--- src/rtl/fc2_result_collector.sv ---
// Collects FC2 logits per frame, picks the argmax class and tracks consecutive
// "eye closed" results for the drowsiness alarm, with frame timeout and protocol checks.
//
// state | meaning
// IDLE  | no frame in flight, waiting for the first pixel
// LOAD  | frame pixels streaming into the accelerator
// WAIT  | pixels done, collecting logit beats (timeout running)
// DONE  | result held on class_id until acknowledged
module fc2_result_collector #(
  parameter int NUM_CLASSES    = 2,
  parameter int CLOSE_CLASS    = 0,
  parameter int STREAK_THRESH  = 3,
  parameter int TIMEOUT_CYCLES = 300000
) (
  input  logic                           clk,
  input  logic                           rst_n,
  input  logic                           valid_in,
  input  logic                           valid_out_fc2,
  input  logic [31:0]                    data_out_fc2,
  input  logic                           result_ack,
  output logic                           class_valid,
  output logic [$clog2(NUM_CLASSES)-1:0] class_id,
  output logic [7:0]                     close_streak,
  output logic                           drowsy_alarm,
  output logic                           frame_timeout,
  output logic                           protocol_err,
  output logic [15:0]                    frame_count
);

  localparam int CW = $clog2(NUM_CLASSES);
  localparam int TW = $clog2(TIMEOUT_CYCLES + 1);
  localparam logic [CW-1:0] LAST_IDX = CW'(NUM_CLASSES - 1);
  localparam logic [CW-1:0] CLOSE_ID = CW'(CLOSE_CLASS);
  localparam logic [TW-1:0] TC_LAST  = TW'(TIMEOUT_CYCLES - 1);
  localparam logic [7:0]    THRESH   = 8'(STREAK_THRESH);

  typedef enum logic [1:0] {
    IDLE = 2'd0,
    LOAD = 2'd1,
    WAIT = 2'd2,
    DONE = 2'd3
  } state_t;

  state_t               state;
  logic                 vin_q;
  logic [CW-1:0]        beat_idx;
  logic [TW-1:0]        tcnt;
  logic signed [31:0]   logits [NUM_CLASSES];

  logic                 vin_rise;
  logic                 vin_fall;
  logic                 last_beat;
  logic signed [31:0]   best_val;
  logic signed [31:0]   cand;
  logic [CW-1:0]        best_idx;
  logic [7:0]           streak_next;

  assign vin_rise  = valid_in & ~vin_q;
  assign vin_fall  = ~valid_in & vin_q;
  assign last_beat = valid_out_fc2 && (beat_idx == LAST_IDX);

  // The final logit is taken straight from the bus so the result lands on the same edge.
  always_comb begin
    best_idx = '0;
    best_val = logits[0];
    cand     = '0;
    for (int i = 1; i < NUM_CLASSES; i++) begin
      cand = (i == NUM_CLASSES - 1) ? $signed(data_out_fc2) : logits[i];
      if (cand > best_val) begin
        best_val = cand;
        best_idx = CW'(i);
      end
    end
  end

  always_comb begin
    streak_next = 8'd0;
    if (best_idx == CLOSE_ID)
      streak_next = (close_streak == 8'hFF) ? 8'hFF : close_streak + 8'd1;
  end

  always_ff @(posedge clk or negedge rst_n) begin
    if (!rst_n) begin
      state         <= IDLE;
      vin_q         <= 1'b0;
      beat_idx      <= '0;
      tcnt          <= '0;
      for (int i = 0; i < NUM_CLASSES; i++) logits[i] <= '0;
      class_valid   <= 1'b0;
      class_id      <= '0;
      close_streak  <= 8'd0;
      drowsy_alarm  <= 1'b0;
      frame_timeout <= 1'b0;
      protocol_err  <= 1'b0;
      frame_count   <= 16'd0;
    end else begin
      vin_q         <= valid_in;
      frame_timeout <= 1'b0;
      case (state)
        IDLE: begin
          if (valid_out_fc2) protocol_err <= 1'b1;
          if (vin_rise) state <= LOAD;
        end
        LOAD: begin
          if (valid_out_fc2) protocol_err <= 1'b1;
          if (vin_fall) begin
            state    <= WAIT;
            beat_idx <= '0;
            tcnt     <= '0;
          end
        end
        WAIT: begin
          if (vin_rise) begin
            protocol_err <= 1'b1;
            beat_idx     <= '0;
            state        <= LOAD;
          end else if (last_beat) begin
            // Last beat beats a coincident timeout.
            logits[beat_idx] <= data_out_fc2;
            class_valid      <= 1'b1;
            class_id         <= best_idx;
            close_streak     <= streak_next;
            drowsy_alarm     <= (streak_next >= THRESH);
            frame_count      <= frame_count + 16'd1;
            state            <= DONE;
          end else if (tcnt == TC_LAST) begin
            frame_timeout <= 1'b1;
            close_streak  <= 8'd0;
            drowsy_alarm  <= 1'b0;
            beat_idx      <= '0;
            state         <= IDLE;
          end else begin
            tcnt <= tcnt + TW'(1);
            if (valid_out_fc2) begin
              logits[beat_idx] <= data_out_fc2;
              beat_idx         <= beat_idx + CW'(1);
            end
          end
        end
        DONE: begin
          if (valid_out_fc2) protocol_err <= 1'b1;
          if (vin_rise) begin
            // A simultaneous ack makes the new frame legitimate.
            if (!result_ack) protocol_err <= 1'b1;
            class_valid <= 1'b0;
            state       <= LOAD;
          end else if (result_ack) begin
            class_valid <= 1'b0;
            state       <= IDLE;
          end
        end
        default: state <= IDLE;
      endcase
    end
  end

endmodule

--- config.mk ---
export PLATFORM = sky130hd
export DESIGN_NAME = fc2_result_collector
export DESIGN_NICKNAME = d
export VERILOG_FILES = /design/src/rtl/fc2_result_collector.sv
export SDC_FILE = /design/constraint.sdc
export NUM_CORES = 1
export LEC_CHECK = 0
export ABC_AREA = 1
export CAP_MARGIN = 20
export CORE_MARGIN = 2
export CORE_UTILIZATION = 64
export DETAILED_ROUTE_END_ITERATION = 8
export DONT_BUFFER_PORTS = 1
export PLACE_DENSITY = 0.85
export SYNTH_ARGS = -nofsm -noshare
export SYNTH_HDL_FRONTEND = slang
export SYNTH_SLANG_ARGS = --single-unit
--- constraint.sdc ---
create_clock -name clk -period 2.55 [get_ports clk]
set_clock_uncertainty 0.2 [all_clocks]
set_input_delay 0.1275 -clock clk [delete_from_list [all_inputs] [get_ports clk]]
set_output_delay 0.1275 -clock clk [all_outputs]
set_load 0.1 [all_outputs]
==> results.md, run 1 <==
- Root Driver: clkbuf_8
- Placed cell area: 5140 µm²
- Routed vias/inst: 5.67
- Initial antenna violation count: 0
- Top-area cell type share of the netlist area: 0.436
- FF+latch area: 2100 µm²
- Period utilization: 0.971
- Clock transition at the registers of the reported paths: 0.08 ns
- R2r worst-path depth: 13
- Post-DP HPWL: 7.31 mm
- Slew at the pin closest to its max-slew limit: 0.939 ns
- Data required, critical path: 2.61 ns
- Final worst setup slack: 0.0730 ns
- Vias in the first global route: 4398
- Max clock buf depth: 2
- Syn nets: 658
- Max Fclk: 0.404 GHz
- CP endpoint kind: register
- Worst setup startpoint: logits[63]
- Layout cell share with drive strength beyond 1: 0.118
- GR Overflow Total: 0
- Area delta synth->final: 19.9%
- Global-route wire length before repair: 19.9 mm
- Die height: 90.8 µm
- Area of the multi-input gates: 2320 µm²
- Ys Warns: 0
- DRC viols: 0
- Crit-path max FO: 10
- Number of buffers added on ports: 0
- Avg Inst Size Synth: 8.23 µm²
- Global placement routability congestion: 0.951
- Synth top area cells: dfrtp_1, ha_1, inv_1, nand2_1, a21oi_1
- Initial Util: 0.661
- Hold Crit Class: in -> reg
- H-tree depth: 3
- Area of the core: 7290 µm²
- Status: finished, final reports clean
- Total track usage: 0.300
- Arrival @ worst endpoint: 2.54 ns
- VDD IR-drop max: 682 µV
- Final hold violation count: 0
- Final Setup Violations: 0
- Vias: 4312
- Pre-Repair DR Iteration Count: 5
- Crit path kind: reg -> reg
- Core Rows: 31
- Syn Inst Count: 586
- Critical R2R Capture: drowsy_alarm
- TritonCTS clock tree: done
- Die extent in x: 90.8 µm
- Setup crit end: drowsy_alarm
- Yosys reg bits: 84
- Antenna-violating nets left: 0
- Reg2reg setup slack: 0.07 ns
- Post-synthesis cell type count: 36
- Synthesized cell area: 4820 µm²
- Final Cell Area: 5780 µm²
- Max-slew violations: 0
- Die area: 8250 µm²
- Net count, final: 728
- Static leakage: 2.94 nW
- Diode count: 0
- Worst reg2reg path startpoint: logits[63]
- CTS Buf Count: 9
- DRT iter0 DRCs: 307
- Io pins: 66
- Largest net degree at the start of global routing: 85
- Post-DR wirelength/cell: 15.6 µm
- Worst-Skew Late Latency: 0.37 ns
- Slew HR: 0.374
- Final min period: 2.48 ns
- Wirelength, routed: 11.9 mm
- Pwr dens: 950 nW/µm²
- FILL cells: 469
- Area leader, netlist: dfrtp_1
- Dpl ws: -0.0115 ns
- Critical Path Start Type: register
- CTS Sinks: 84
- Max cap viols: 0
- Post-synthesis sequential area ratio: 0.436
- Setup_tns: 0 ns
## worst min path at each step
| stage | start | endpoint | slack, ns | cells past startpoint |
|---|---|---|---|---|
| floorplan | rst_n | beat_idx | -0.37 | 0 |
| global placement | rst_n | tcnt[17] | -0.36 | 0 |
| detailed placement | rst_n | tcnt[17] | -0.36 | 0 |
| CTS | valid_out_fc2 | beat_idx | 0.08 | 3 |
| global route | valid_out_fc2 | beat_idx | 0.12 | 3 |
| finish | valid_out_fc2 | beat_idx | 0.08 | 3 |
## cell usage after synthesis
cell type  count
nor4_1         5
o21ai_4        1
a21oi_1       58
o31ai_1        8
a221o_1        1
o41ai_1        1
nor2_1        61
nand3_1       24
o32ai_1        1
nand3_2        2
ha_1          35
nor3_4         2
nand2_1       84
clkbuf_1       3
buf_2          9
a21oi_2        1
nor3b_1        1
dfrtp_1       84
o211ai_1       2
o21ai_0       27
a21o_1         2
nor2_4         2
nor2_2         6
nor3_2         2
o21ai_1        3
xnor2_1        8
a31oi_1        1
nand4_1       14
inv_2          6
inv_1         93
nand3b_1       1
nand2_2        5
nor3_1        13
xor2_1        16
o21a_1         3
o22ai_1        1
## layout by cell type, fill, tap and decap left out, types with 3 or more instances in the layout
cell type and n:
inv_1 93, nand2_1 84, dfrtp_1 84, nor2_1 61, a21oi_1 57, dlygate4sd3_1 37, ha_1 35, buf_4 32
o21ai_0 27, nand3_1 23, xor2_1 16, nand4_1 14, nor3_1 13, clkbuf_8 11, o31ai_1 8, xnor2_1 8
inv_2 6, nor2_2 6, nand2_2 5, nor4_1 4, o21a_1 3, o21ai_1 3
## report_power, final
group          switching [W]  internal (W)  leakage (nW)
clock network       0.000510      0.000510         0.104
registers           0.000200       0.00168          1.01
logic                0.00182      0.000775          1.83
## cell families (layout without fill, tap and decap cells)
family / count (synthesis) / after routing / share of synthesized area
buffers and inverters: 111 / 186 / 0.0887
xor gates and xnor gates: 24 / 24 / 0.0436
adders and majority gates: 35 / 35 / 0.0908
and+or+nand+nor: 222 / 222 / 0.213
AOI/OAI and AO/OA: 110 / 110 / 0.128
DFF: 84 / 84 / 0.436
## final cells by class
cell class,count,share of cell area
timing repair buffer,71,0.114
inverter,99,0.0643
clock inverter,3,0.00757
tap,99,0.0214
multi-input combinational,391,0.402
sequential,84,0.363
clock buffer,13,0.0275
## worst max-delay path, cell delays in order (launching register included)
cell,delay (ns)
dfrtp_1,0.34
inv_1,0.06
ha_1,0.37
nand2_1,0.10
nor2_1,0.14
nand2_1,0.13
nor4_4,0.18
nand2_1,0.15
nand3_1,0.18
nand3_4,0.16
o31ai_1,0.12
nand3_1,0.12
nand2_1,0.08
nand2_1,0.04
## flip-flops by register name, summed over array words and instances (netlist names)
name,cells
close_streak,8
protocol_err,1
class_valid,1
tcnt,19
vin_q,1
frame_timeout,1
beat_idx,1
state,2
frame_count,16
logits,32
drowsy_alarm,1
class_id,1
## what timing repair did
| action | in CTS | in global routing |
|---|---|---|
| hold buffers | 38 | 0 |
| pin swaps | 0 | 1 |
| buffers inserted | 0 | 1 |
| resized for setup | 1 | 4 |
| hold endpoints to repair | 134 | 0 |
| setup endpoints to repair | 1 | 10 |
## through the flow
| stage | utilization | power [W] | hold slack, ns | std cells |
|---|---|---|---|---|
| detailed placement | 0.705 | 0.00423 | -0.364 | 705 |
| finish | 0.793 | 0.00550 | 0.0841 | 760 |
| global placement | 0.705 | 0.00411 | -0.364 | 705 |
| global route | 0.793 | 0.00585 | 0.122 | 760 |
| floorplan | - | 0.00373 | -0.368 | 586 |
| CTS | 0.788 | 0.00532 | 0.0842 | 759 |
## routing by layer
layer	share of wire	track usage
met5	0	0
met3	0.056	0.0509
met1	0.41	0.363
met2	0.50	0.527
met4	0.035	0.135
(Power assumes the default switching activity.)
==> run 2, diff against run 1 <==
Clock period 2.55 ns to 2.6 ns, I/O delays scaled along.
==> results.md, run 2 (synthesis results as in run 1) <==
- Root Driver: clkbuf_8
- Final Setup Violations: 0 (unchanged)
- Die area: 8250 µm² (unchanged)
- H-tree depth: 3 (unchanged)
- Final min period: 2.49 ns (+0.0178 ns)
- CP most frequent cell: nand2_1
- Final Cell Area: 5810 µm² (+0.45%)
- Data required, critical path: 2.66 ns (+0.05 ns)
- Fin Hold WS: 0.0190 ns (-0.0652 ns)
- Worst-Skew Late Latency: 0.36 ns (about the same)
- Post-DP HPWL: 7.33 mm (+0.28%)
- Largest regs: logits (32), tcnt (19), frame_count (16)
- Placed cell area: 5140 µm² (-0.15%)
- Area delta synth->final: 20.4%
- Setup crit end: drowsy_alarm
- Slew HR: 0.364 (-0.0103)
- Area of the core: 7290 µm² (unchanged)
- Initial Util: 0.661 (unchanged)
- TritonCTS clock tree: done
- Vias: 4363 (+1.2%)
- Die extent in x: 90.8 µm (unchanged)
- Max-slew violations: 0 (unchanged)
- Met3 Use GR: 0.0618 (+0.0109)
- Routed vias/inst: 5.75 (+1.3%)
- Io pins: 66 (unchanged)
- Placed cell count: 704 (-0.14%)
- WP depth: 13 (unchanged)
- Period utilization: 0.960 (-0.0118)
- Static leakage: 2.95 nW (+0.20%)
- Top Usage Layer GRT: met2
- Wirelength, routed: 12.1 mm (+1.7%)
- Reg2reg setup slack: 0.11 ns (+0.03 ns)
- Crit-path max FO: 11 (+1)
- Final Instance Count excl. Fillers: 759 (-0.13%)
- WP buf/inv: 1 (unchanged)
- VDD IR-drop max: 713 µV (+4.6%)
- Total track usage: 0.304 (+0.00395)
- Die height: 90.8 µm (unchanged)
- Pwr dens: 951 nW/µm² (about the same)
- Number of buffers added on ports: 0 (unchanged)
- Worst setup startpoint: logits[63]
- Fin util: 0.797 (+0.00360)
- Final hold violation count: 0 (unchanged)
- Initial antenna violation count: 0 (unchanged)
- Critical Path Start Type: register
- Slowest-stage cell, CP: dfrtp_1
- Most common cell after layout, fill and taps aside: inv_1
- Vias in the first global route: 4480 (+1.9%)
- CTS Sinks: 84 (unchanged)
- CP cell instances: inv_1 > ha_1 > nand2_1 > nor2_1 > nand2_1 > nor4_2 > nand2_1 > nand3_1 > nand3_4 > o41ai_1 > nand3_1 > nand2_1 > nand2_1
- Critical R2R Capture: drowsy_alarm
- DRC viols: 0 (unchanged)
- Core Rows: 31 (unchanged)
- Max cap viols: 0 (unchanged)
- Max incr delay on CP: 0.35 ns (-0.02 ns)
- Max Fclk: 0.401 GHz (-0.71%)
- Diode count: 0 (unchanged)
- GR Overflow Total: 0 (unchanged)
- Commonest cells after routing, fill and taps aside: inv_1, nand2_1, dfrtp_1
- Layout cell share with drive strength beyond 1: 0.117 (-0.00134)
- Pre-Repair DR Iteration Count: 5 (unchanged)
- Global-route wire length before repair: 20.2 mm (+1.5%)
- Worst reg2reg path startpoint: logits[63]
- Cell family contributing the most delay on the critical path: simple AND/OR/NAND/NOR gates
- Antenna-violating nets left: 0 (unchanged)
- Slew at the pin closest to its max-slew limit: 0.954 ns (+0.0155 ns)
- Hold Crit Class: in -> reg
- R2r worst-path depth: 13 (unchanged)
- CP endpoint kind: register
- Status: finished, final reports clean
- Max clock buf depth: 2 (unchanged)
- Crit path kind: reg -> reg
- GRT met2 Usage: 0.523 (-0.00435)
- DRT iter0 DRCs: 385 (+25%)
- Arrival @ worst endpoint: 2.55 ns (about the same)
- Clock transition at the registers of the reported paths: 0.09 ns (about the same)
- Largest net degree at the start of global routing: 85 (unchanged)
- Met1 Usage GRT: 0.358 (-0.00441)
- Post-DR wirelength/cell: 15.9 µm (+1.8%)
- Net count, final: 727 (-0.14%)
- Max reg flops: 32 (unchanged)
- Largest reg by FF count: logits
- CTS Buf Count: 9 (unchanged)
- Setup_tns: 0 ns (unchanged)
- Global placement routability congestion: 0.904 (-4.9%)
[run 2: cell type report]
class	count	area, µm²
fillers	449	1480
multi-input cells	391	2310
well taps	99	124
clock inverters	5	108
clock buffers	11	141
repair buffers	70	651
flip-flops and latches	84	2100
inverters	99	372
[run 2: how the worst min path moves through the flow]
stage             start       end  slack, ns  depth (start not counted)
3_3_place_gp      rst_n  tcnt[13]      -0.36                          0
6_report       valid_in  state[0]       0.02                          4
3_5_place_dp      rst_n  tcnt[15]      -0.36                          0
5_1_grt        valid_in  state[0]       0.07                          4
2_1_floorplan     rst_n  beat_idx      -0.37                          0
4_1_cts        valid_in  state[0]      0.005                          4
[run 2: what timing repair did]
action                                  CTS  global route
hold endpoints to repair                135             0
resized for setup                         0             3
hold buffers                             38             0
endpoints found under the setup margin    0            14
buffers inserted                          0             1
[run 2: worst reg2reg max path, stage by stage (launching register included)]
cell,delay [ns]
dfrtp_1,0.35
inv_1,0.05
ha_1,0.33
nand2_1,0.10
nor2_1,0.20
nand2_1,0.15
nor4_2,0.23
nand2_1,0.13
nand3_1,0.13
nand3_4,0.16
o41ai_1,0.11
nand3_1,0.12
nand2_1,0.08
nand2_1,0.04
[run 2: report_power, final]
part	switching (W)	internal, W	total (W)
clock network	0.000492	0.000670	0.00116
registers	0.000198	0.00165	0.00185
logic	0.00177	0.000742	0.00251
[run 2: through the flow]
stage          power, W  worst slack (ns)
3_3_place_gp    0.00402             0.234
4_1_cts         0.00540            0.0600
2_1_floorplan   0.00365            0.0766
6_report        0.00552             0.105
5_1_grt         0.00587           -0.0586
3_5_place_dp    0.00415            0.0847
[run 2: per-layer routing]
layer | vias to the layer above | part of all wire
met5 | - | 0
met3 | 63 | 0.065
met2 | 209 | 0.50
li1 | 2050 | -
met4 | 0 | 0.046
met1 | 2041 | 0.39
